===== config.mk =====
export PLATFORM = sky130hd
export DESIGN_NAME = int_ctrl
export DESIGN_NICKNAME = d
export VERILOG_FILES = /design/src/rtl/int_ctrl_pkg.sv /design/src/rtl/int_src_cond.sv /design/src/rtl/int_ctrl.sv
export SDC_FILE = /design/constraint.sdc
export NUM_CORES = 1
export LEC_CHECK = 0
export CAP_MARGIN = 25
export CORE_MARGIN = 8
export CORE_UTILIZATION = 53
export CTS_CLUSTER_DIAMETER = 80
export CTS_CLUSTER_SIZE = 10
export DETAILED_ROUTE_END_ITERATION = 10
export MAX_ROUTING_LAYER = met4
export PLACE_DENSITY = 0.8
export SYNTH_ARGS = -nofsm -noshare
export SYNTH_HDL_FRONTEND = slang
export SYNTH_SLANG_ARGS = --single-unit

===== constraint.sdc =====
create_clock -name clk -period 1.5 [get_ports clk]
set_clock_uncertainty 0.05 [all_clocks]
set_input_delay 0.225 -clock clk [delete_from_list [all_inputs] [get_ports clk]]
set_output_delay 0.225 -clock clk [all_outputs]
set_load 0.02 [all_outputs]

===== src/rtl/int_ctrl_pkg.sv =====
// Shared definitions for the external interrupt controller: register map,
// route field encoding and the CPU interrupt line count.
// No logic state; a helper decides whether a route code selects a line.
package int_ctrl_pkg;

    // Word addresses of the software register port
    localparam logic [2:0] INTC_RAW   = 3'd0;
    localparam logic [2:0] INTC_PEND  = 3'd1;
    localparam logic [2:0] INTC_MASK  = 3'd2;
    localparam logic [2:0] INTC_MODE  = 3'd3;
    localparam logic [2:0] INTC_POL   = 3'd4;
    localparam logic [2:0] INTC_ROUTE = 3'd5;
    localparam logic [2:0] INTC_SWSET = 3'd6;
    localparam logic [2:0] INTC_RSVD  = 3'd7;

    localparam int ROUTE_W = 3;

    // Route codes that disconnect a source from every CPU line
    localparam logic [ROUTE_W-1:0] ROUTE_DIS_A = 3'd6;
    localparam logic [ROUTE_W-1:0] ROUTE_DIS_B = 3'd7;

    localparam int NUM_INT_LINES = 6;

    function automatic logic route_enabled(input logic [ROUTE_W-1:0] code);
        return !((code == ROUTE_DIS_A) || (code == ROUTE_DIS_B));
    endfunction

endpackage


===== src/rtl/int_src_cond.sv =====
// Per-source conditioning: synchroniser, polarity, level/edge pending latch.
// Latency: SYNC_STAGES clocks to s, one more to pend_o.
// Backpressure: none; pending in edge mode holds until software W1C.
// Ports: irq_i async request; pol_i/mode_i config; suppress_i blocks edge
//        detection; w1c_i/swset_i software clear/set; raw_o = s; pend_o.
module int_src_cond
    import int_ctrl_pkg::*;
#(
    parameter int SYNC_STAGES = 2
) (
    input  logic clk,
    input  logic rst,
    input  logic irq_i,
    input  logic pol_i,
    input  logic mode_i,
    input  logic suppress_i,
    input  logic w1c_i,
    input  logic swset_i,
    output logic raw_o,
    output logic pend_o
);

    logic [SYNC_STAGES-1:0] sync_q;
    logic                   prev_q;
    logic                   pend_q;
    logic                   pend_d;
    logic                   act;
    logic                   edge_det;

    assign raw_o    = sync_q[SYNC_STAGES-1];
    assign act      = raw_o ^ pol_i;
    // prev keeps tracking act while suppressed, so a config change never
    // leaves a stale low level behind that would look like an edge later.
    assign edge_det = act & ~prev_q & ~suppress_i;

    always_comb begin
        pend_d = pend_q;
        if (!mode_i) begin
            pend_d = act;
        end else if (edge_det || swset_i) begin
            pend_d = 1'b1;           // set beats a simultaneous W1C
        end else if (w1c_i) begin
            pend_d = 1'b0;
        end
    end

    always_ff @(posedge clk or negedge rst) begin
        if (!rst) begin
            sync_q <= '0;
            prev_q <= 1'b0;
            pend_q <= 1'b0;
        end else begin
            sync_q <= {sync_q[SYNC_STAGES-2:0], irq_i};
            prev_q <= act;
            pend_q <= pend_d;
        end
    end

    assign pend_o = pend_q;

endmodule


===== src/rtl/int_ctrl.sv =====
// External interrupt controller: conditions NUM_SRC requests, masks and
// routes them onto the six CPU interrupt lines, merges the core timer.
// Latency: source to int_o SYNC_STAGES+2 clocks; timer to int_o[5] 1 clock.
// Backpressure: none; register reads return data the cycle after re_i.
// Ports: irq_src_i requests, timer_int_i, we_i/re_i/addr_i/wdata_i/rdata_o
//        register port, int_o to the CPU.
module int_ctrl
    import int_ctrl_pkg::*;
#(
    parameter int NUM_SRC     = 8,
    parameter int SYNC_STAGES = 2
) (
    input  logic                     clk,
    input  logic                     rst,
    input  logic [NUM_SRC-1:0]       irq_src_i,
    input  logic                     timer_int_i,
    input  logic                     we_i,
    input  logic                     re_i,
    input  logic [2:0]               addr_i,
    input  logic [31:0]              wdata_i,
    output logic [31:0]              rdata_o,
    output logic [NUM_INT_LINES-1:0] int_o
);

    logic [NUM_SRC-1:0]         mask_q;
    logic [NUM_SRC-1:0]         mode_q;
    logic [NUM_SRC-1:0]         pol_q;
    logic [ROUTE_W*NUM_SRC-1:0] route_q;
    logic                       suppress_q;
    logic [NUM_INT_LINES-1:0]   int_q;
    logic [NUM_INT_LINES-1:0]   int_d;
    logic [31:0]                rdata_q;
    logic [31:0]                rdata_d;
    logic [NUM_SRC-1:0]         raw;
    logic [NUM_SRC-1:0]         pend;
    logic                       wr_pend;
    logic                       wr_swset;
    logic                       unused_wdata;

    assign wr_pend      = we_i && (addr_i == INTC_PEND);
    assign wr_swset     = we_i && (addr_i == INTC_SWSET);
    assign unused_wdata = ^wdata_i[31:ROUTE_W*NUM_SRC];

    for (genvar k = 0; k < NUM_SRC; k++) begin : g_src
        int_src_cond #(
            .SYNC_STAGES (SYNC_STAGES)
        ) u_src (
            .clk        (clk),
            .rst        (rst),
            .irq_i      (irq_src_i[k]),
            .pol_i      (pol_q[k]),
            .mode_i     (mode_q[k]),
            .suppress_i (suppress_q),
            .w1c_i      (wr_pend && wdata_i[k]),
            .swset_i    (wr_swset && wdata_i[k]),
            .raw_o      (raw[k]),
            .pend_o     (pend[k])
        );
    end

    always_comb begin
        int_d = '0;
        for (int k = 0; k < NUM_SRC; k++) begin
            if (pend[k] && mask_q[k] && route_enabled(route_q[ROUTE_W*k +: ROUTE_W])) begin
                int_d[route_q[ROUTE_W*k +: ROUTE_W]] = 1'b1;
            end
        end
        int_d[NUM_INT_LINES-1] = int_d[NUM_INT_LINES-1] | timer_int_i;
    end

    // Read mux sees register state before any same-cycle write lands.
    always_comb begin
        rdata_d = '0;
        case (addr_i)
            INTC_RAW:   rdata_d[NUM_SRC-1:0]         = raw;
            INTC_PEND:  rdata_d[NUM_SRC-1:0]         = pend;
            INTC_MASK:  rdata_d[NUM_SRC-1:0]         = mask_q;
            INTC_MODE:  rdata_d[NUM_SRC-1:0]         = mode_q;
            INTC_POL:   rdata_d[NUM_SRC-1:0]         = pol_q;
            INTC_ROUTE: rdata_d[ROUTE_W*NUM_SRC-1:0] = route_q;
            INTC_SWSET, INTC_RSVD: rdata_d = '0;
            default:    rdata_d = '0;
        endcase
    end

    always_ff @(posedge clk or negedge rst) begin
        if (!rst) begin
            mask_q     <= '0;
            mode_q     <= '0;
            pol_q      <= '0;
            route_q    <= '0;
            suppress_q <= 1'b0;
            int_q      <= '0;
            rdata_q    <= '0;
        end else begin
            int_q      <= int_d;
            // New MODE/POL changes act combinationally; mask the edge
            // detector for the one cycle where prev still holds the old act.
            suppress_q <= we_i && ((addr_i == INTC_MODE) || (addr_i == INTC_POL));
            if (re_i) begin
                rdata_q <= rdata_d;
            end
            if (we_i) begin
                case (addr_i)
                    INTC_MASK:  mask_q  <= wdata_i[NUM_SRC-1:0];
                    INTC_MODE:  mode_q  <= wdata_i[NUM_SRC-1:0];
                    INTC_POL:   pol_q   <= wdata_i[NUM_SRC-1:0];
                    INTC_ROUTE: route_q <= wdata_i[ROUTE_W*NUM_SRC-1:0];
                    default: ;
                endcase
            end
        end
    end

    assign int_o   = int_q;
    assign rdata_o = rdata_q;

endmodule


== Word level (Yosys, flattened, before mapping) ==
Index checks and enable logic that the tools add are counted.

* Flip-flop bits (word level): 111
* Latch bits: 0
* Bits in writable memories: 0
* Bits in read-only memories: 0
* Input port bits: 48
* Memories kept: 0

* $add $sub $neg: 0
* Multiply operators: 0
* Divide/modulo/power cells: 0
* Order comparisons: 16
* Equality and inequality tests: 31
* Shifts and indexed selects: 0
* Mux-type cells: 50
* Bitwise operators: 41
* Reduce and logical (&&, ||, !) cells: 74

{| class="wikitable"
|+ Operators by type and width
! kind !! count
|-
| equality test 3 bit, second input constant || 20
|-
| case mux 8 bit (7 select lines) || 1
|-
| 2-to-1 mux 6 bit || 8
|-
| logical AND 1 bit || 43
|-
| bitwise OR 6 bit || 7
|-
| less-than comparator 3 x 4 -> 1 bit, second input constant || 8
|-
| 2-to-1 mux 1 bit || 32
|-
| demux 1 bit (select 3 bit) || 8
|-
| >= comparator 3 x 1 -> 1 bit, second input constant || 8
|-
| inequality test 3 x 1 -> 1 bit, second input constant || 8
|-
| logical OR 1 bit || 17
|-
| bitwise AND 1 bit || 16
|-
| 2-to-1 mux 16 bit || 1
|-
| inverter 1 bit || 9
|-
| logical NOT 1 bit || 8
|-
| AND reduction 2 bit || 4
|-
| bitwise XOR 1 bit || 8
|-
| equality test 3 x 2 -> 1 bit, second input constant || 2
|-
| equality test 3 x 1 -> 1 bit, second input constant || 1
|-
| logical NOT 3 bit || 1
|-
| OR reduction 2 bit || 1
|-
| bitwise OR 1 bit || 1
|}

== Logic depth before layout (Yosys ltp) ==
* Depth in word-level cells: 20
* Depth in mapped cells: 6
* Mapped depth without buffers: 4

== Modules after synthesis ==
From an unflattened synthesis, not the netlist that was laid out.

* Cells, all modules: 454
* Area, all modules: 5,117.4 sq um

{| class="wikitable"
|+ By module, submodules not included
! module !! instances !! cells each !! area an instance (sq um) !! sequential area each (sq um)
|-
| int_ctrl || 1 || 374 || 4,056.4 || 1,976.9
|-
| int_src_cond || 8 || 10 || 132.6 || 100.1
|}

== Worst setup path before layout ==
Ideal clock, no wire load.

* Path kind: input port to flip-flop
* Start point: input port addr_i[2]
* End point: register mask_q[0]
* Setup time: 0.125 ns
* Arrival time: 1.139 ns
* Setup slack: 0.186 ns
* Cell stages on the path: 5
* Path buffers: 1
* Cells stage by stage: and2b_1 buf_4 nand2_1 nor2_4 mux2_2

* Cells in the longest elaborated chain, start to end: 2

{| class="wikitable"
|+ Ends and longest elaborated chain
! element !! line !! source
|-
| start: declaration || int_ctrl.sv:19 || <nowiki>input logic [2:0] addr_i,</nowiki>
|-
| equality test 3 x 2 -> 1 bit || int_ctrl.sv:104 || <nowiki>case (addr_i)</nowiki>
|-
| AND reduction 2 bit (no source line) || -- ||
|-
| end signal: assignment || int_ctrl.sv:105 || <nowiki>INTC_MASK: mask_q <= wdata_i[NUM_SRC-1:0];</nowiki>
|-
| end: declaration || int_ctrl.sv:25 || <nowiki>logic [NUM_SRC-1:0] mask_q;</nowiki>
|}

No other way between the ends.
A chain may end at the register's enable or synchronous reset.

== Final worst setup path ==
* Start point: input port addr_i[1]
* End point: register g_src[1].u_src.pend_q

* Cells in the longest elaborated chain, start to end: 6
* Elaborated cells between the ends (all ways): 10

{| class="wikitable"
|+ Ends and longest elaborated chain
! element !! line !! source
|-
| equality test 3 bit || int_ctrl.sv:41 || <nowiki>assign wr_swset = we_i && (addr_i == INTC_SWSET);</nowiki>
|-
| logical AND 1 bit || int_ctrl.sv:41 ||
|-
| logical AND 1 bit || int_ctrl.sv:55 || <nowiki>.swset_i (wr_swset && wdata_i[k]),</nowiki>
|-
| logical OR 1 bit || int_src_cond.sv:40 || <nowiki>end else if (edge_det || swset_i) begin</nowiki>
|-
| 2-to-1 mux 1 bit || int_src_cond.sv:40 ||
|-
| 2-to-1 mux 1 bit || int_src_cond.sv:38 || <nowiki>if (!mode_i) begin</nowiki>
|-
| end signal: assignment || int_src_cond.sv:55 || <nowiki>pend_q <= pend_d;</nowiki>
|-
| end: declaration || int_src_cond.sv:25 || <nowiki>logic pend_q;</nowiki>
|}

Parallel ways exist; a longest one is shown, timed or not.

==> metrics <==
outcome=complete, no violations; gr usage total=0.213; TritonCTS Buffers=9; fin crit period=1.47 ns; crit-path max FO=9; CTS tree=yes; Seq/Total Area, Yosys=0.549; io pins=86; Chip Width=114 um; total die area=12900 um^2; core area=9240 um^2; layout cells sized above 1=0.207; placer congestion estimate=0.948; Max clock buf depth=2; post-route ant nets=0; Synth Area in XOR/XNOR=0.0138; Power Dens Cells=1260 nW/um^2; Placed Cells=678; Synth async-reset ratio=1.00; Starting Density=0.548; Mapped Cells=459; mux cell area share after synthesis=0.123; FF-to-FF Start=route_q[4]$_DFFE_PN0P_; FMAX=679 MHz; Post-route DRC=0; peak supply drop=0.699 mV; Worst Path Arrival=1.72 ns; Synth area leaders=dfrtp_1 (55%), mux2_2 (11%), nand2_1 (3.9%); largest net degree at the start of global routing=40; Max stage delay on crit path=0.51 ns; clock-pin slew on the worst setup and hold paths=0.10 ns; Main synth FF type=dfrtp_1; final core occ=0.683; Setup crit end kind=flop; vias in the first global route=4134; Final Cycle Share=0.981; post-synthesis adder-cell area fraction=0; Starting DRT DRC Count=310; CP max stage cell=clkdlybuf4s50_1; Yosys reg bits=111; Netlist Area Pre-Place=5060 um^2; Die Height=114 um; Synth Area in Compound Gates=0.102; Cell Count, Final, Fillers Out=695; Pins Over Slew Limit=0; endpoints failing setup=0; wire length per cell=18.5 um; critical-path cell list=clkdlybuf4s50_1 > buf_4 > buf_4 > nor3b_2 > buf_6 > a21oi_1 > o21ai_1; PortBufs=69; row cnt=35; Syn-to-layout area delta=24.6%; Remaining Overflow, GRT=0; synth unique cells=45; Yosys top cell by area=dfrtp_1; syn_area_per_cell=11.0 um^2; clock sink count=111; Crit Path Category=in -> reg; drt first pass iters=5; unrepaired setup endpoints after global routing=true; Max H-tree Level=3; largest family of logic cells by synthesized area=simple AND/OR/NAND/NOR gates; Leakage Power=2.81 nW; EDFF count, synth=0; # nets final=609; antenna cell count=0; number of vias per cell=5.65; Syn. warnings=0; Hold Path Class=in -> async; routed wire length=12900 um; Max Cap Violations=0; first-pass GRT wire length=21300 um; post-synthesis simple-gate area fraction=0.155; Hold Vio Cnt, Final=0; area share of the largest cell type after synthesis=0.549; CP required=1.75 ns; via count=3927; initial antenna violation count=0; worst-skew pair later-pin latency=0.38 ns; DP Wirelength=9690 um; CP startpoint kind=input port; CP Launch Point=addr_i[1]; Root Driver=clkbuf_8; CP dominant cell by count=buf_4
-- worst max-delay path, delay by kind of cell --
family | cells | cell delay [ns]
buffers and inverters | 4 | 1.02
AO/OA/AOI/OAI | 2 | 0.25
AND/OR/NAND/NOR | 1 | 0.22
-- kinds of logic after synthesis --
group / after synthesis
XOR/XNOR: 8
AO/OA/AOI/OAI: 87
buffers and inverters: 53
other: 1
AND/OR/NAND/NOR: 143
flip-flops: 111
multiplexers: 56
-- what timing repair did --
action	4_1_cts	5_1_grt
hold buffers	1	0
resized for setup	31	6
setup buffers	0	0
pin swaps	0	1
setup endpoints to repair	33	16
endpoints found under the hold margin	111	0
-- stage by stage --
step / setup slack [ns] / total power, W / cell area [um^2] / hold WS, ns / setup TNS, ns
3_3_place_gp: -0.391 / 0.00610 / 6090 / 0.0585 / -20.12
6_report: 0.0281 / 0.00796 / 6310 / 0.209 / 0
5_1_grt: -0.0107 / 0.00838 / 6310 / 0.205 / -0.0199
2_1_floorplan: 0.186 / 0.00521 / 5090 / -0.121 / 0
3_5_place_dp: -0.425 / 0.00619 / 6090 / 0.0588 / -23.07
4_1_cts: 0.0478 / 0.00800 / 6290 / 0.207 / 0
-- state kept, by name, summed over array words and instances, names as in the netlist --
register / cells
suppress_q: 1
g_src.u_src.sync_q: 16
int_o: 6
pol_q: 8
rdata_o: 24
route_q: 24
g_src.u_src.pend_o: 8
g_src.u_src.prev_q: 8
mode_q: 8
mask_q: 8
-- power breakdown --
part	switching [W]	internal, W	total, W
logic	0.00101	0.000916	0.00193
registers	0.000589	0.00357	0.00415
clock network	0.00107	0.000812	0.00188
total	0.00267	0.00529	0.00796
-- worst paths after layout --
path / to / slack (ns) / cells past startpoint
setup / recovery: g_src[1].u_src.pend_o$_DFFE_PN0P_ / 0.03 / 7
hold / removal: rdata_o[11]$_DFFE_PN0P_ / 0.21 / 2
setup reg to reg: int_o[0]$_DFF_PN0_ / 0.13 / 4
hold reg to reg: g_src[1].u_src.sync_q[1]$_DFF_PN0_ / 0.31 / 0
max in group asynchronous: g_src[1].u_src.prev_q$_DFF_PN0_ / 0.68 / 3
min in group clk: g_src[4].u_src.sync_q[0]$_DFF_PN0_ / 0.22 / 1
-- layout by cell type (no fill, tap or decap), drive strengths merged, types with 2 or more instances in the layout --
master,synthesis,layout
clkinv,0,4
o22ai,9,9
nor4b,4,4
dlygate4sd2,0,30
nor2,18,18
nor4,10,10
conb,1,8
nor3b,10,10
nand4b,2,2
nand4,5,5
clkdlybuf4s50,0,38
mux2i,7,7
a32oi,3,3
buf,22,39
dfrtp,111,111
nand3,9,9
nor3,13,13
a211oi,7,7
xor2,8,8
nand2,56,56
inv,29,31
o32ai,2,2
a221oi,5,5
o21ai,39,39
nand2b,10,10
mux2,49,49
a21oi,19,19
clkbuf,2,9
-- cell type report --
cell class              count  area [um^2]
inverters                  29          109
multi-input cells         302         2040
flip-flops and latches    111         2780
clock inverters             7         93.8
repair buffers            108         1000
well taps                 129          161
fillers                   705         2930
clock buffers               9          124
-- Yosys cell counts (all sizes together) (2+ instances only) --
master / number
nand2b: 10
o22ai: 9
mux2: 49
nor4: 10
nand2: 56
inv: 29
a32oi: 3
a221oi: 5
dfrtp: 111
nand4b: 2
mux2i: 7
xor2: 8
nor4b: 4
nor2: 18
nor3: 13
a21oi: 19
nand4: 5
clkbuf: 2
nor3b: 10
a211oi: 7
o32ai: 2
o21ai: 39
nand3: 9
buf: 22
-- layer usage --
layer	GRT usage	wire, um	part of all wire
met3	0.0454	873	0.068
met4	0.0861	352	0.027
met1	0.253	5350	0.41
met5	-	0	0
met2	0.348	6320	0.49
Power figures use the tool's default switching activity.
